### config.mk
export PLATFORM = sky130hd
export DESIGN_NAME = ysyx_25040111_axi_arbiter_flat
export DESIGN_NICKNAME = d
export VERILOG_FILES = /design/src/rtl/ysyx_25040111_axi_arbiter_pkg.sv /design/src/rtl/ysyx_25040111_axi_arbiter_if.sv /design/src/rtl/ysyx_25040111_rr_arb2.sv /design/src/rtl/ysyx_25040111_axi_arbiter.sv /design/src/flat_wrapper.sv
export SDC_FILE = /design/constraint.sdc
export NUM_CORES = 1
export LEC_CHECK = 0
export BUFFER_PORTS_ARGS = -buffer_cell sky130_fd_sc_hd__buf_2
export CAP_MARGIN = 10
export CELL_PAD_IN_SITES_DETAIL_PLACEMENT = 0
export CELL_PAD_IN_SITES_GLOBAL_PLACEMENT = 2
export CORE_UTILIZATION = 29
export CTS_CLUSTER_SIZE = 30
export DETAILED_ROUTE_END_ITERATION = 8
export PLACE_DENSITY = 0.83
export REMOVE_ABC_BUFFERS = 1
export SYNTH_ARGS = -nofsm -noshare
export SYNTH_HDL_FRONTEND = slang
export SYNTH_HIERARCHICAL = 1
export SYNTH_SLANG_ARGS = --single-unit
export TNS_END_PERCENT = 1
### constraint.sdc
create_clock -name clk -period 8.5 [get_ports clk]
set_input_delay 0.425 -clock clk [delete_from_list [all_inputs] [get_ports clk]]
set_output_delay 0.425 -clock clk [all_outputs]
set_load 0.05 [all_outputs]
### src/rtl/ysyx_25040111_axi_arbiter_pkg.sv
// Shared types and AXI constants for the IFU/LSU arbiter onto the core's single AXI4 master port.
package ysyx_25040111_axi_arbiter_pkg;

   typedef enum logic [2:0] {
      ST_IDLE,
      ST_RD_A,
      ST_RD_D,
      ST_WR_AW,
      ST_WR_B
   } state_e;

   typedef enum logic {
      OWN_IFU = 1'b0,
      OWN_LSU = 1'b1
   } owner_e;

   localparam int         ID_W       = 4;
   localparam logic [1:0] BURST_INCR = 2'b01;
   localparam logic [2:0] SIZE_B     = 3'b000;
   localparam logic [2:0] SIZE_H     = 3'b001;
   localparam logic [2:0] SIZE_W     = 3'b010;

endpackage

### src/rtl/ysyx_25040111_axi_arbiter_if.sv
// AXI4 master-port bundle (single-beat subset) between the arbiter and the SoC bus.
interface ysyx_25040111_axi_arbiter_if
   import ysyx_25040111_axi_arbiter_pkg::*;
#(
   parameter int ADDR_W = 32,
   parameter int DATA_W = 32
);
   logic                awvalid;
   logic                awready;
   logic [ADDR_W-1:0]   awaddr;
   logic [2:0]          awsize;
   logic [ID_W-1:0]     awid;
   logic [7:0]          awlen;
   logic [1:0]          awburst;

   logic                wvalid;
   logic                wready;
   logic [DATA_W-1:0]   wdata;
   logic [DATA_W/8-1:0] wstrb;
   logic                wlast;

   logic                bready;
   logic                bvalid;
   logic [1:0]          bresp;
   logic [ID_W-1:0]     bid;

   logic                arvalid;
   logic                arready;
   logic [ADDR_W-1:0]   araddr;
   logic [2:0]          arsize;
   logic [ID_W-1:0]     arid;
   logic [7:0]          arlen;
   logic [1:0]          arburst;

   logic                rready;
   logic                rvalid;
   logic [DATA_W-1:0]   rdata;
   logic [1:0]          rresp;
   logic                rlast;
   logic [ID_W-1:0]     rid;

   modport master (
      output awvalid, awaddr, awsize, awid, awlen, awburst,
      input  awready,
      output wvalid, wdata, wstrb, wlast,
      input  wready,
      output bready,
      input  bvalid, bresp, bid,
      output arvalid, araddr, arsize, arid, arlen, arburst,
      input  arready,
      output rready,
      input  rvalid, rdata, rresp, rlast, rid
   );

   modport slave (
      input  awvalid, awaddr, awsize, awid, awlen, awburst,
      output awready,
      input  wvalid, wdata, wstrb, wlast,
      output wready,
      input  bready,
      output bvalid, bresp, bid,
      input  arvalid, araddr, arsize, arid, arlen, arburst,
      output arready,
      input  rready,
      output rvalid, rdata, rresp, rlast, rid
   );

endinterface

### src/rtl/ysyx_25040111_rr_arb2.sv
// Two-way IFU/LSU grant: round-robin against the last winner, or fixed LSU priority when RR_EN=0.
module ysyx_25040111_rr_arb2
   import ysyx_25040111_axi_arbiter_pkg::*;
#(
   parameter bit RR_EN = 1'b1
) (
   input  logic   clk,
   input  logic   rst,
   input  logic   req_ifu,
   input  logic   req_lsu,
   input  logic   take,
   output logic   valid,
   output owner_e gnt
);

   owner_e last_gnt;

   // NOTE: every always_comb output gets a default first, so no path leaves it unassigned (no latch).
   always_comb begin
      valid = req_ifu | req_lsu;
      gnt   = OWN_IFU;
      if (req_ifu && req_lsu) begin
         if (!RR_EN || last_gnt == OWN_IFU) gnt = OWN_LSU;
         else                               gnt = OWN_IFU;
      end else if (req_lsu) begin
         gnt = OWN_LSU;
      end
   end

   always_ff @(posedge clk or posedge rst) begin
      if (rst)               last_gnt <= OWN_IFU;
      else if (take && valid) last_gnt <= gnt;
   end

endmodule

### src/rtl/ysyx_25040111_axi_arbiter.sv
// Shares one AXI4 master port between the IFU (reads) and the LSU (reads/writes),
// turning each req/done handshake into a single-beat AXI transaction.
module ysyx_25040111_axi_arbiter
   import ysyx_25040111_axi_arbiter_pkg::*;
#(
   parameter int ADDR_W = 32,
   parameter int DATA_W = 32,
   parameter bit RR_EN  = 1'b1
) (
   input  logic                   clk,
   input  logic                   rst,
   input  logic                   ifu_req,
   input  logic [ADDR_W-1:0]      ifu_addr,
   output logic                   ifu_done,
   output logic [DATA_W-1:0]      ifu_rdata,
   output logic [1:0]             ifu_resp,
   input  logic                   lsu_req,
   input  logic                   lsu_we,
   input  logic [ADDR_W-1:0]      lsu_addr,
   input  logic [2:0]             lsu_size,
   input  logic [DATA_W-1:0]      lsu_wdata,
   input  logic [DATA_W/8-1:0]    lsu_wstrb,
   output logic                   lsu_done,
   output logic [DATA_W-1:0]      lsu_rdata,
   output logic [1:0]             lsu_resp,
   ysyx_25040111_axi_arbiter_if.master io_master
);

   state_e              state, state_nxt;
   owner_e              owner, arb_gnt;
   logic                arb_valid, grant;
   logic [ADDR_W-1:0]   addr_q;
   logic [2:0]          size_q;
   logic [DATA_W-1:0]   wdata_q;
   logic [DATA_W/8-1:0] wstrb_q;
   logic                aw_ok, w_ok;
   logic                aw_hs, w_hs, ar_hs, r_hs, b_hs;
   logic                unused_ids;

   assign grant = (state == ST_IDLE) && arb_valid;

   ysyx_25040111_rr_arb2 #(.RR_EN(RR_EN)) u_arb (
      .clk     (clk),
      .rst     (rst),
      .req_ifu (ifu_req),
      .req_lsu (lsu_req),
      .take    (grant),
      .valid   (arb_valid),
      .gnt     (arb_gnt)
   );

   // Valids derive from state and completion flags, so payloads hold until their own handshake.
   assign io_master.arvalid = (state == ST_RD_A);
   assign io_master.araddr  = addr_q;
   assign io_master.arsize  = size_q;
   assign io_master.arid    = '0;
   assign io_master.arlen   = '0;
   assign io_master.arburst = BURST_INCR;
   assign io_master.rready  = (state == ST_RD_D);
   assign io_master.awvalid = (state == ST_WR_AW) && !aw_ok;
   assign io_master.awaddr  = addr_q;
   assign io_master.awsize  = size_q;
   assign io_master.awid    = '0;
   assign io_master.awlen   = '0;
   assign io_master.awburst = BURST_INCR;
   assign io_master.wvalid  = (state == ST_WR_AW) && !w_ok;
   assign io_master.wdata   = wdata_q;
   assign io_master.wstrb   = wstrb_q;
   assign io_master.wlast   = (state == ST_WR_AW) && !w_ok;
   assign io_master.bready  = (state == ST_WR_B);

   assign ar_hs = io_master.arvalid && io_master.arready;
   assign r_hs  = io_master.rready  && io_master.rvalid;
   assign aw_hs = io_master.awvalid && io_master.awready;
   assign w_hs  = io_master.wvalid  && io_master.wready;
   assign b_hs  = io_master.bready  && io_master.bvalid;

   // Single outstanding transaction with len=0, so ids and rlast carry no information.
   assign unused_ids = ^{io_master.bid, io_master.rid, io_master.rlast};

   always_comb begin
      state_nxt = state;
      unique case (state)
         ST_IDLE: begin
            if (arb_valid) begin
               if (arb_gnt == OWN_LSU && lsu_we) state_nxt = ST_WR_AW;
               else                              state_nxt = ST_RD_A;
            end
         end
         ST_RD_A:  if (ar_hs) state_nxt = ST_RD_D;
         ST_RD_D:  if (r_hs)  state_nxt = ST_IDLE;
         ST_WR_AW: if ((aw_ok || aw_hs) && (w_ok || w_hs)) state_nxt = ST_WR_B;
         ST_WR_B:  if (b_hs)  state_nxt = ST_IDLE;
         default:  state_nxt = ST_IDLE;
      endcase
   end

   // NOTE: sequential state uses non-blocking assignments so every flop samples pre-edge values.
   always_ff @(posedge clk or posedge rst) begin
      if (rst) state <= ST_IDLE;
      else     state <= state_nxt;
   end

   always_ff @(posedge clk or posedge rst) begin
      if (rst) begin
         owner     <= OWN_IFU;
         addr_q    <= '0;
         size_q    <= '0;
         wdata_q   <= '0;
         wstrb_q   <= '0;
         aw_ok     <= 1'b0;
         w_ok      <= 1'b0;
         ifu_done  <= 1'b0;
         ifu_rdata <= '0;
         ifu_resp  <= '0;
         lsu_done  <= 1'b0;
         lsu_rdata <= '0;
         lsu_resp  <= '0;
      end else begin
         ifu_done <= 1'b0;
         lsu_done <= 1'b0;
         if (grant) begin
            owner <= arb_gnt;
            aw_ok <= 1'b0;
            w_ok  <= 1'b0;
            if (arb_gnt == OWN_LSU) begin
               addr_q  <= lsu_addr;
               size_q  <= lsu_size;
               wdata_q <= lsu_wdata;
               wstrb_q <= lsu_wstrb;
            end else begin
               addr_q  <= ifu_addr;
               size_q  <= SIZE_W;
            end
         end
         if (aw_hs) aw_ok <= 1'b1;
         if (w_hs)  w_ok  <= 1'b1;
         if (r_hs) begin
            if (owner == OWN_IFU) begin
               ifu_rdata <= io_master.rdata;
               ifu_resp  <= io_master.rresp;
               ifu_done  <= 1'b1;
            end else begin
               lsu_rdata <= io_master.rdata;
               lsu_resp  <= io_master.rresp;
               lsu_done  <= 1'b1;
            end
         end
         if (b_hs) begin
            lsu_resp <= io_master.bresp;
            lsu_done <= 1'b1;
         end
      end
   end

endmodule
### src/flat_wrapper.sv
// flat-port wrapper written by rule: the top's interface ports become plain ports
module ysyx_25040111_axi_arbiter_flat import ysyx_25040111_axi_arbiter_pkg::*;
#(
   parameter int ADDR_W = 32,
   parameter int DATA_W = 32,
   parameter bit RR_EN  = 1'b1
)
  (clk, rst, ifu_req, ifu_addr, ifu_done, ifu_rdata, ifu_resp, lsu_req, lsu_we, lsu_addr, lsu_size, lsu_wdata, lsu_wstrb, lsu_done, lsu_rdata, lsu_resp, io_master_awvalid, io_master_awaddr, io_master_awsize, io_master_awid, io_master_awlen, io_master_awburst, io_master_awready, io_master_wvalid, io_master_wdata, io_master_wstrb, io_master_wlast, io_master_wready, io_master_bready, io_master_bvalid, io_master_bresp, io_master_bid, io_master_arvalid, io_master_araddr, io_master_arsize, io_master_arid, io_master_arlen, io_master_arburst, io_master_arready, io_master_rready, io_master_rvalid, io_master_rdata, io_master_rresp, io_master_rlast, io_master_rid);
  ysyx_25040111_axi_arbiter_if #(.ADDR_W(ADDR_W), .DATA_W(DATA_W)) io_master_i ();
  input  logic clk;
  input  logic rst;
  input  logic ifu_req;
  input  logic [ADDR_W-1:0] ifu_addr;
  output logic ifu_done;
  output logic [DATA_W-1:0] ifu_rdata;
  output logic [1:0] ifu_resp;
  input  logic lsu_req;
  input  logic lsu_we;
  input  logic [ADDR_W-1:0] lsu_addr;
  input  logic [2:0] lsu_size;
  input  logic [DATA_W-1:0] lsu_wdata;
  input  logic [DATA_W/8-1:0] lsu_wstrb;
  output logic lsu_done;
  output logic [DATA_W-1:0] lsu_rdata;
  output logic [1:0] lsu_resp;
  output wire logic [$bits(io_master_i.awvalid)-1:0] io_master_awvalid;
  output wire logic [$bits(io_master_i.awaddr)-1:0] io_master_awaddr;
  output wire logic [$bits(io_master_i.awsize)-1:0] io_master_awsize;
  output wire logic [$bits(io_master_i.awid)-1:0] io_master_awid;
  output wire logic [$bits(io_master_i.awlen)-1:0] io_master_awlen;
  output wire logic [$bits(io_master_i.awburst)-1:0] io_master_awburst;
  input wire logic [$bits(io_master_i.awready)-1:0] io_master_awready;
  output wire logic [$bits(io_master_i.wvalid)-1:0] io_master_wvalid;
  output wire logic [$bits(io_master_i.wdata)-1:0] io_master_wdata;
  output wire logic [$bits(io_master_i.wstrb)-1:0] io_master_wstrb;
  output wire logic [$bits(io_master_i.wlast)-1:0] io_master_wlast;
  input wire logic [$bits(io_master_i.wready)-1:0] io_master_wready;
  output wire logic [$bits(io_master_i.bready)-1:0] io_master_bready;
  input wire logic [$bits(io_master_i.bvalid)-1:0] io_master_bvalid;
  input wire logic [$bits(io_master_i.bresp)-1:0] io_master_bresp;
  input wire logic [$bits(io_master_i.bid)-1:0] io_master_bid;
  output wire logic [$bits(io_master_i.arvalid)-1:0] io_master_arvalid;
  output wire logic [$bits(io_master_i.araddr)-1:0] io_master_araddr;
  output wire logic [$bits(io_master_i.arsize)-1:0] io_master_arsize;
  output wire logic [$bits(io_master_i.arid)-1:0] io_master_arid;
  output wire logic [$bits(io_master_i.arlen)-1:0] io_master_arlen;
  output wire logic [$bits(io_master_i.arburst)-1:0] io_master_arburst;
  input wire logic [$bits(io_master_i.arready)-1:0] io_master_arready;
  output wire logic [$bits(io_master_i.rready)-1:0] io_master_rready;
  input wire logic [$bits(io_master_i.rvalid)-1:0] io_master_rvalid;
  input wire logic [$bits(io_master_i.rdata)-1:0] io_master_rdata;
  input wire logic [$bits(io_master_i.rresp)-1:0] io_master_rresp;
  input wire logic [$bits(io_master_i.rlast)-1:0] io_master_rlast;
  input wire logic [$bits(io_master_i.rid)-1:0] io_master_rid;
  assign io_master_awvalid = io_master_i.awvalid;
  assign io_master_awaddr = io_master_i.awaddr;
  assign io_master_awsize = io_master_i.awsize;
  assign io_master_awid = io_master_i.awid;
  assign io_master_awlen = io_master_i.awlen;
  assign io_master_awburst = io_master_i.awburst;
  assign io_master_i.awready = io_master_awready;
  assign io_master_wvalid = io_master_i.wvalid;
  assign io_master_wdata = io_master_i.wdata;
  assign io_master_wstrb = io_master_i.wstrb;
  assign io_master_wlast = io_master_i.wlast;
  assign io_master_i.wready = io_master_wready;
  assign io_master_bready = io_master_i.bready;
  assign io_master_i.bvalid = io_master_bvalid;
  assign io_master_i.bresp = io_master_bresp;
  assign io_master_i.bid = io_master_bid;
  assign io_master_arvalid = io_master_i.arvalid;
  assign io_master_araddr = io_master_i.araddr;
  assign io_master_arsize = io_master_i.arsize;
  assign io_master_arid = io_master_i.arid;
  assign io_master_arlen = io_master_i.arlen;
  assign io_master_arburst = io_master_i.arburst;
  assign io_master_i.arready = io_master_arready;
  assign io_master_rready = io_master_i.rready;
  assign io_master_i.rvalid = io_master_rvalid;
  assign io_master_i.rdata = io_master_rdata;
  assign io_master_i.rresp = io_master_rresp;
  assign io_master_i.rlast = io_master_rlast;
  assign io_master_i.rid = io_master_rid;
  ysyx_25040111_axi_arbiter #(.ADDR_W(ADDR_W), .DATA_W(DATA_W), .RR_EN(RR_EN)) u_core (.clk(clk), .rst(rst), .ifu_req(ifu_req), .ifu_addr(ifu_addr), .ifu_done(ifu_done), .ifu_rdata(ifu_rdata), .ifu_resp(ifu_resp), .lsu_req(lsu_req), .lsu_we(lsu_we), .lsu_addr(lsu_addr), .lsu_size(lsu_size), .lsu_wdata(lsu_wdata), .lsu_wstrb(lsu_wstrb), .lsu_done(lsu_done), .lsu_rdata(lsu_rdata), .lsu_resp(lsu_resp), .io_master(io_master_i));
endmodule
==> impl_results.md, run 1 <==
- Synth Register Bits: 148
- Cts bufs inserted: 17
- R2r startpoint: u_core/state[1]
- Path type of the worst min-delay path: in2reg
- Final Slew Violations: 0
- CTS H-tree lvls: 4
- Initial Util: between 20 and 30%
- Buf/Inv on CP: 1
- Post-synth top area cell: dfrtp_1
- Mean Syn Cell Area: about 14 um2
- F_max: between 0.3 and 0.4 GHz
- Clock-pin slew on the worst setup and hold paths: ~0.07 ns
- GRT overflow: 0
- Row count: 55
- Core Box Area: approximately 0.023 mm2
- Post-synth top flop: dfrtp_1
- Multi-input combinational cell area: between 0.002 and 0.0025 mm2
- Max-slew headroom: roughly a quarter
- Crit Path Class: reg2reg
- Register cell area after layout: between 0.003 and 0.004 mm2
- Die ar.: around 0.024 mm2
- Clk sink count: about 150
- Largest cells by area after synthesis: dfrtp_1 55%, mux2_4 11%, mux2_2 7.7%
- Placed wire-length estimate: approximately 12000 um
- Initial DRC Count: ~110
- GR Util met3: 4.791%
- Async S/R FF share, synth: 100.0%
- GR Util All Layers: approximately 14%
- Non-filler cells, final: approximately 1100
- Met1 usage: ~16%
- Nets: approximately 940
- Clock Skews: approximately 0.015 ns
- Min-Delay Startpoint: lsu_wdata[4]
- Critical Path Sink Type: flip-flop
- Worst-margin pin slew: between 1 and 1.5 ns
- Global-route wire length before repair: roughly 26000 um
- Routability congestion estimate from global placement: between 0.7 and 0.8
- Placed Cells: roughly 1000
- Met2 Track Usage GR: 24.31%
- Clock buffer depth: 2
- Initial antenna violation count: 2
- Vias in the first global route: 4603
- Final wirelength: 16580 um
- Via count: approximately 4600
- Final Critical Period: around 2.8 ns
- Largest net degree at the start of global routing: between 90 and 100
- Total negative slack: 0 ns
- Vias/cell: between 4 and 5
- # port buffers: 330
- Fillers: between 2000 and 2500
- Max incr delay on CP: ~0.82 ns
- Top delay family on crit path: simple AND/OR/NAND/NOR gates
- CTS root buffer: clkbuf_16
- Number of synthesized flops with an enable pin: 0
- Antenna-violating nets left: 0
- CP max-delay cell: inv_2
- Final hold violation count: 0
- Tcrit/Tclk final: about a third
- CP cell instances: nor2_4 > nand3b_4 > inv_2 > nand2_4 > mux2_1
- WP data required: ~8.8 ns
- Start point of the critical path: u_core/state[1]
- Layout cells sized above 1: about three fifths
- Avg WL per Cell: about 15 um
- Post-CTS repair timing setup buffer count: 0
- CP startpoint kind: flip-flop
- Outcome: finished, final reports clean
- Chip height: between 150 and 200 um
- Ys Warns: 6
- DRC errors left: 0
- Synth Instances: between 400 and 500
- Post-layout util: 38.91%
- Die extent in x: between 150 and 200 um
- Final Setup Violations: 0
- Crit-path max FO: 71
- RSZ-0062 raised after global routing: false
- Area grow syn2layout: 31.44%
- Post-synth top area share: ~55%
- Drt first pass iters: 4
- CTS tree: built
- Clock insertion delay at the later pin of the skew report: 0.42 ns
- Io pins: ~370
- Max Cap Viol: 0
- Synth cell types: 38
- Netlist Area Pre-Place: between 0.006 and 0.007 mm2
- Register area share after synthesis: a little under three fifths
- Crit path DAT: roughly 3.1 ns
- Grt peak-use layer: met2
-- registers in the layout, indices dropped and copies added, names as in the netlist --
signal,cells
u_core/ifu_rdata,32
u_core/io_master.araddr,32
u_core/io_master.wdata,32
u_core/lsu_rdata,32
u_core/io_master.wstrb,4
u_core/io_master.arsize,3
u_core/state,3
u_core/ifu_resp,2
u_core/lsu_resp,2
u_core/aw_ok,1
u_core/ifu_done,1
u_core/lsu_done,1
u_core/owner,1
u_core/u_arb/last_gnt,1
u_core/w_ok,1
-- cells in the final DEF (no fill, tap or decap), types with 2 or more instances in the layout --
cell type,count
inv_8,4
conb_1,28
nand3_1,3
clkbuf_16,17
inv_1,2
buf_4,2
mux2_1,8
o21ai_0,4
mux2i_1,36
nor2_1,39
mux2_4,49
dfrtp_1,148
clkinv_4,3
mux2_2,46
nor3_1,2
inv_6,5
a21oi_1,38
bufinv_16,2
a22o_1,2
buf_2,330
nand2_1,7
a31oi_1,2
diode_2,2
-- path summary, 6_finish.rpt --
check / end / slack (ns) / cells after the start
max: u_core/io_master.wdata[4] / 5.69 / 5
min: u_core/io_master.wdata[4] / 0.22 / 2
max reg2reg: u_core/io_master.wdata[4] / 5.69 / 5
min reg2reg: u_core/lsu_rdata[6] / 0.49 / 1
max in group asynchronous: u_core/lsu_rdata[20] / 6.58 / 4
min in group asynchronous: u_core/u_arb/last_gnt / 0.43 / 3
-- area by class of cell --
class / instances / share of cell area, %
Antenna cell: 2 / 0.05682
Tap cell: 285 / 4.048
Sequential cell: 148 / 42.05
Clock buffer: 17 / 4.830
Clock inverter: 15 / 2.159
Multi-Input combinational cell: 280 / 27.60
Inverter: 4 / 0.2273
Timing Repair Buffer: 333 / 19.03
-- synth_stat cells (2+ instances only) --
cell,count
dfrtp_1,148
buf_4,67
mux2_4,49
mux2_2,46
nor2_1,39
a21oi_1,38
mux2i_1,36
mux2_1,8
nand2_1,7
buf_2,6
clkbuf_1,5
buf_6,4
o21ai_0,4
buf_12,3
inv_1,3
nand3_1,3
a22o_1,2
a31oi_1,2
conb_1,2
nor3_1,2
-- repair_timing --
action | CTS | global route
hold endpoints to repair | 1 | 0
hold buffers | 1 | 0
gates resized for setup | 0 | 0
-- through the flow --
step / hold WS, ns / instance area, um2 / worst slack (ns)
2_1_floorplan: 0.1537 / 6138 / 2.527
3_3_place_gp: 0.3060 / 8178 / 5.619
3_5_place_dp: 0.3125 / 8178 / 5.601
4_1_cts: 0.1981 / 8803 / 5.636
5_1_grt: 0.2068 / 8808 / 5.430
6_report: 0.2250 / 8808 / 5.687
-- cell families after synthesis --
family,count (synthesis),share of synthesized area (%)
multiplexers,139,25.43
AND/OR/NAND/NOR,63,5.023
buffers and inverters,90,10.08
flip-flops,148,55.27
AO/OA/AOI/OAI,50,4.089
other,2,0.1121
-- per-layer routing --
metal	vias to the layer above	routed length [um]
met5	-	0
met4	0	239
met3	13	1386
met2	217	8308
met1	2226	6644
li1	2184	-
Power of run 1 is not shown: default switching activity piles up to over one toggle a cycle in this logic, so the estimate is an artifact.
==> run 2: changes to the inputs <==
--- a/config.mk
+++ b/config.mk
@@ -9,10 +9,10 @@
 export CAP_MARGIN = 10
 export CELL_PAD_IN_SITES_DETAIL_PLACEMENT = 0
 export CELL_PAD_IN_SITES_GLOBAL_PLACEMENT = 2
-export CORE_UTILIZATION = 29
+export CORE_UTILIZATION = 27
 export CTS_CLUSTER_SIZE = 30
 export DETAILED_ROUTE_END_ITERATION = 8
-export PLACE_DENSITY = 0.83
+export PLACE_DENSITY = 0.78
 export REMOVE_ABC_BUFFERS = 1
 export SYNTH_ARGS = -nofsm -noshare
 export SYNTH_HDL_FRONTEND = slang
==> constraint.sdc (replaced) <==
create_clock -name clk -period 2.8 [get_ports clk]
set_input_delay 0.14 -clock clk [delete_from_list [all_inputs] [get_ports clk]]
set_output_delay 0.14 -clock clk [all_outputs]
set_load 0.05 [all_outputs]
==> run 2 against run 1 <==
Against the previous run: critical path depth rose by 2; global-route usage fell by 0.091 points; clock skew fell by 0.0014 ns; register-to-register slack got worse by 5.0 ns; flip-flop and latch count did not move; final cell count rose by 11%; via count rose by 6.8%.
==> impl_results.md, run 2 (synthesis gave the netlist of run 1 again) <==
- DRC errors left: 0 (unchanged)
- Resized cells post-CTS: 0 (unchanged)
- Clock-pin slew on the worst setup and hold paths: 0.07 ns (about the same)
- Initial Util: 27.56% (-2.0 points)
- Total negative slack: 0 ns (unchanged)
- Final Slew Violations: 0 (unchanged)
- Nets: 1027 (+9.0%)
- Initial antenna violation count: 0 (-2)
- Critical Path Sink Type: flip-flop
- Initial DRC Count: 239 (+110%)
- Commonest non-fill, non-tap cell in the layout: buf_2
- F_max: between 0.4 and 0.5 GHz
- Placed wire-length estimate: 12410 um (+4.0%)
- Max-slew headroom: 52.45% (+28 points)
- # port buffers: 330 (unchanged)
- Max Cap Viol: 0 (unchanged)
- Tcrit/Tclk final: between 70% and 80%
- Final Critical Period: approximately 2.2 ns
- Layout cells sized above 1: 53.63% (-5.3 points)
- Row count: 57 (+3.6%)
- Clock Skews: 0.01328 ns (-0.001387 ns)
- Post-CTS repair timing setup buffer count: 0 (unchanged)
- Vias in the first global route: 5095 (+11%)
- Path type of the worst min-delay path: in2reg
- Most frequent cells in the layout: 330 x buf_2, 148 x dfrtp_1, 83 x dlygate4sd3_1, 49 x mux2_4, 46 x mux2_2
- CTS root buffer: clkbuf_16
- Clk sink count: 148 (unchanged)
- Largest net degree at the start of global routing: 71 (-24%)
- Reg-to-reg setup timing slack: 0.64 ns (-5.05 ns)
- Io pins: 368 (unchanged)
- Final hold violation count: 0 (unchanged)
- Die ar.: 0.02545 mm2 (+7.3%)
- Area grow syn2layout: 44.79%
- Crit-path max FO: 36 (-49%)
- Global-route wire length before repair: 27860 um (+8.2%)
- RSZ-0062 raised after global routing: false
- Final Setup Violations: 0 (unchanged)
- Outcome: finished, final reports clean
- Crit path DAT: 2.45 ns (-0.66 ns)
- Chip height: 159.5 um (+3.6%)
- CP startpoint kind: input pin
- Crit Path Class: in2reg
- Antenna-violating nets left: 0 (unchanged)
- Worst-margin pin slew: 0.7133 ns (-0.4178 ns)
- CTS H-tree lvls: 4 (unchanged)
- Clock buffer depth: 2 (unchanged)
- Cts bufs inserted: 17 (unchanged)
- Post-route setup slack: 0.6307 ns (-5.056 ns)
- Final wirelength: 17660 um (+6.5%)
- Clock insertion delay at the later pin of the skew report: 0.42 ns (about the same)
- Core Box Area: 0.02432 mm2 (+7.4%)
- GR Util All Layers: 14.05% (-0.091 points)
- ANT cells: 0 (-2)
- GRT overflow: 0 (unchanged)
- Die extent in x: 159.5 um (+3.6%)
- Avg WL per Cell: 14.64 um (-4.3%)
- Worst slack, placed: 0.6013 ns (-5.000 ns)
- Vias/cell: 4.110 (-4.0%)
- Drt first pass iters: 4 (unchanged)
- CTS tree: built
- Routability congestion estimate from global placement: 0.7364 (+2.5%)
- WP data required: 3.08 ns (-5.72 ns)
- Via count: 4957 (+6.8%)
-- run 2: cell count changes in the layout (fill, tap and decap cells not counted), sizes merged --
| cell | delta |
|---|---|
| dlygate4sd3 | +82 |
| buf | +3 |
| diode | -2 |
| bufinv | -1 |
| clkbuf | +1 |
| clkinvlp | -1 |
| inv | +1 |
-- run 2: stage by stage --
step	util, %	instance area [um2]	hold WS [ns]	std cells
floorplan	-	6138	-0.1313	432
global placement	34.02	8274	0.01951	1091
detailed placement	34.02	8274	0.02753	1091
CTS	39.90	9703	0.0001800	1206
global route	39.90	9703	0.01293	1206
finish	39.90	9703	0.01896	1206
-- run 2: path summary, 6_finish.rpt --
kind,startpoint,to,depth (start not counted)
setup reg to reg,u_core/state[1],u_core/lsu_rdata[0],3
max in group asynchronous,rst,u_core/io_master.wdata[2],4
hold / removal,ifu_addr[20],u_core/io_master.araddr[20],3
setup / recovery,ifu_req,u_core/io_master.araddr[21],7
hold reg to reg,u_core/lsu_rdata[3],u_core/lsu_rdata[3],1
min in group asynchronous,rst,u_core/u_arb/last_gnt,3
-- run 2: what timing repair did --
| item | in CTS | in global routing |
|---|---|---|
| hold endpoints to repair | 178 | 0 |
| hold buffers | 83 | 0 |
| endpoints found under the setup margin | 0 | 0 |
-- run 2: area by class of cell --
class / instances / area, um2
well taps: 324 / 405.4
multi-input cells: 280 / 2431
flip-flops and latches: 148 / 3704
clock buffers: 18 / 439.2
repair buffers: 418 / 2545
inverters: 4 / 20.02
clock inverters: 14 / 158.9
fillers: 2366 / 14620
-- run 2: worst max-delay path, cell delays in order --
cell and delay (ns):
dlygate4sd3_1 0.54, buf_2 0.15, a21boi_4 0.18, buf_4 0.51, mux2i_1 0.26, dlygate4sd3_1 0.57
a21oi_1 0.06
-- run 2: routing by layer --
| layer | GRT usage, % | routed length (um) | vias to the layer above |
|---|---|---|---|
| met4 | 4.633 | 255 | 0 |
| li1 | - | - | 2353 |
| met3 | 4.611 | 1396 | 14 |
| met5 | 0 | 0 | - |
| met1 | 16.31 | 7089 | 2371 |
| met2 | 24.30 | 8918 | 219 |
Power of run 2 is left out for the same reason.
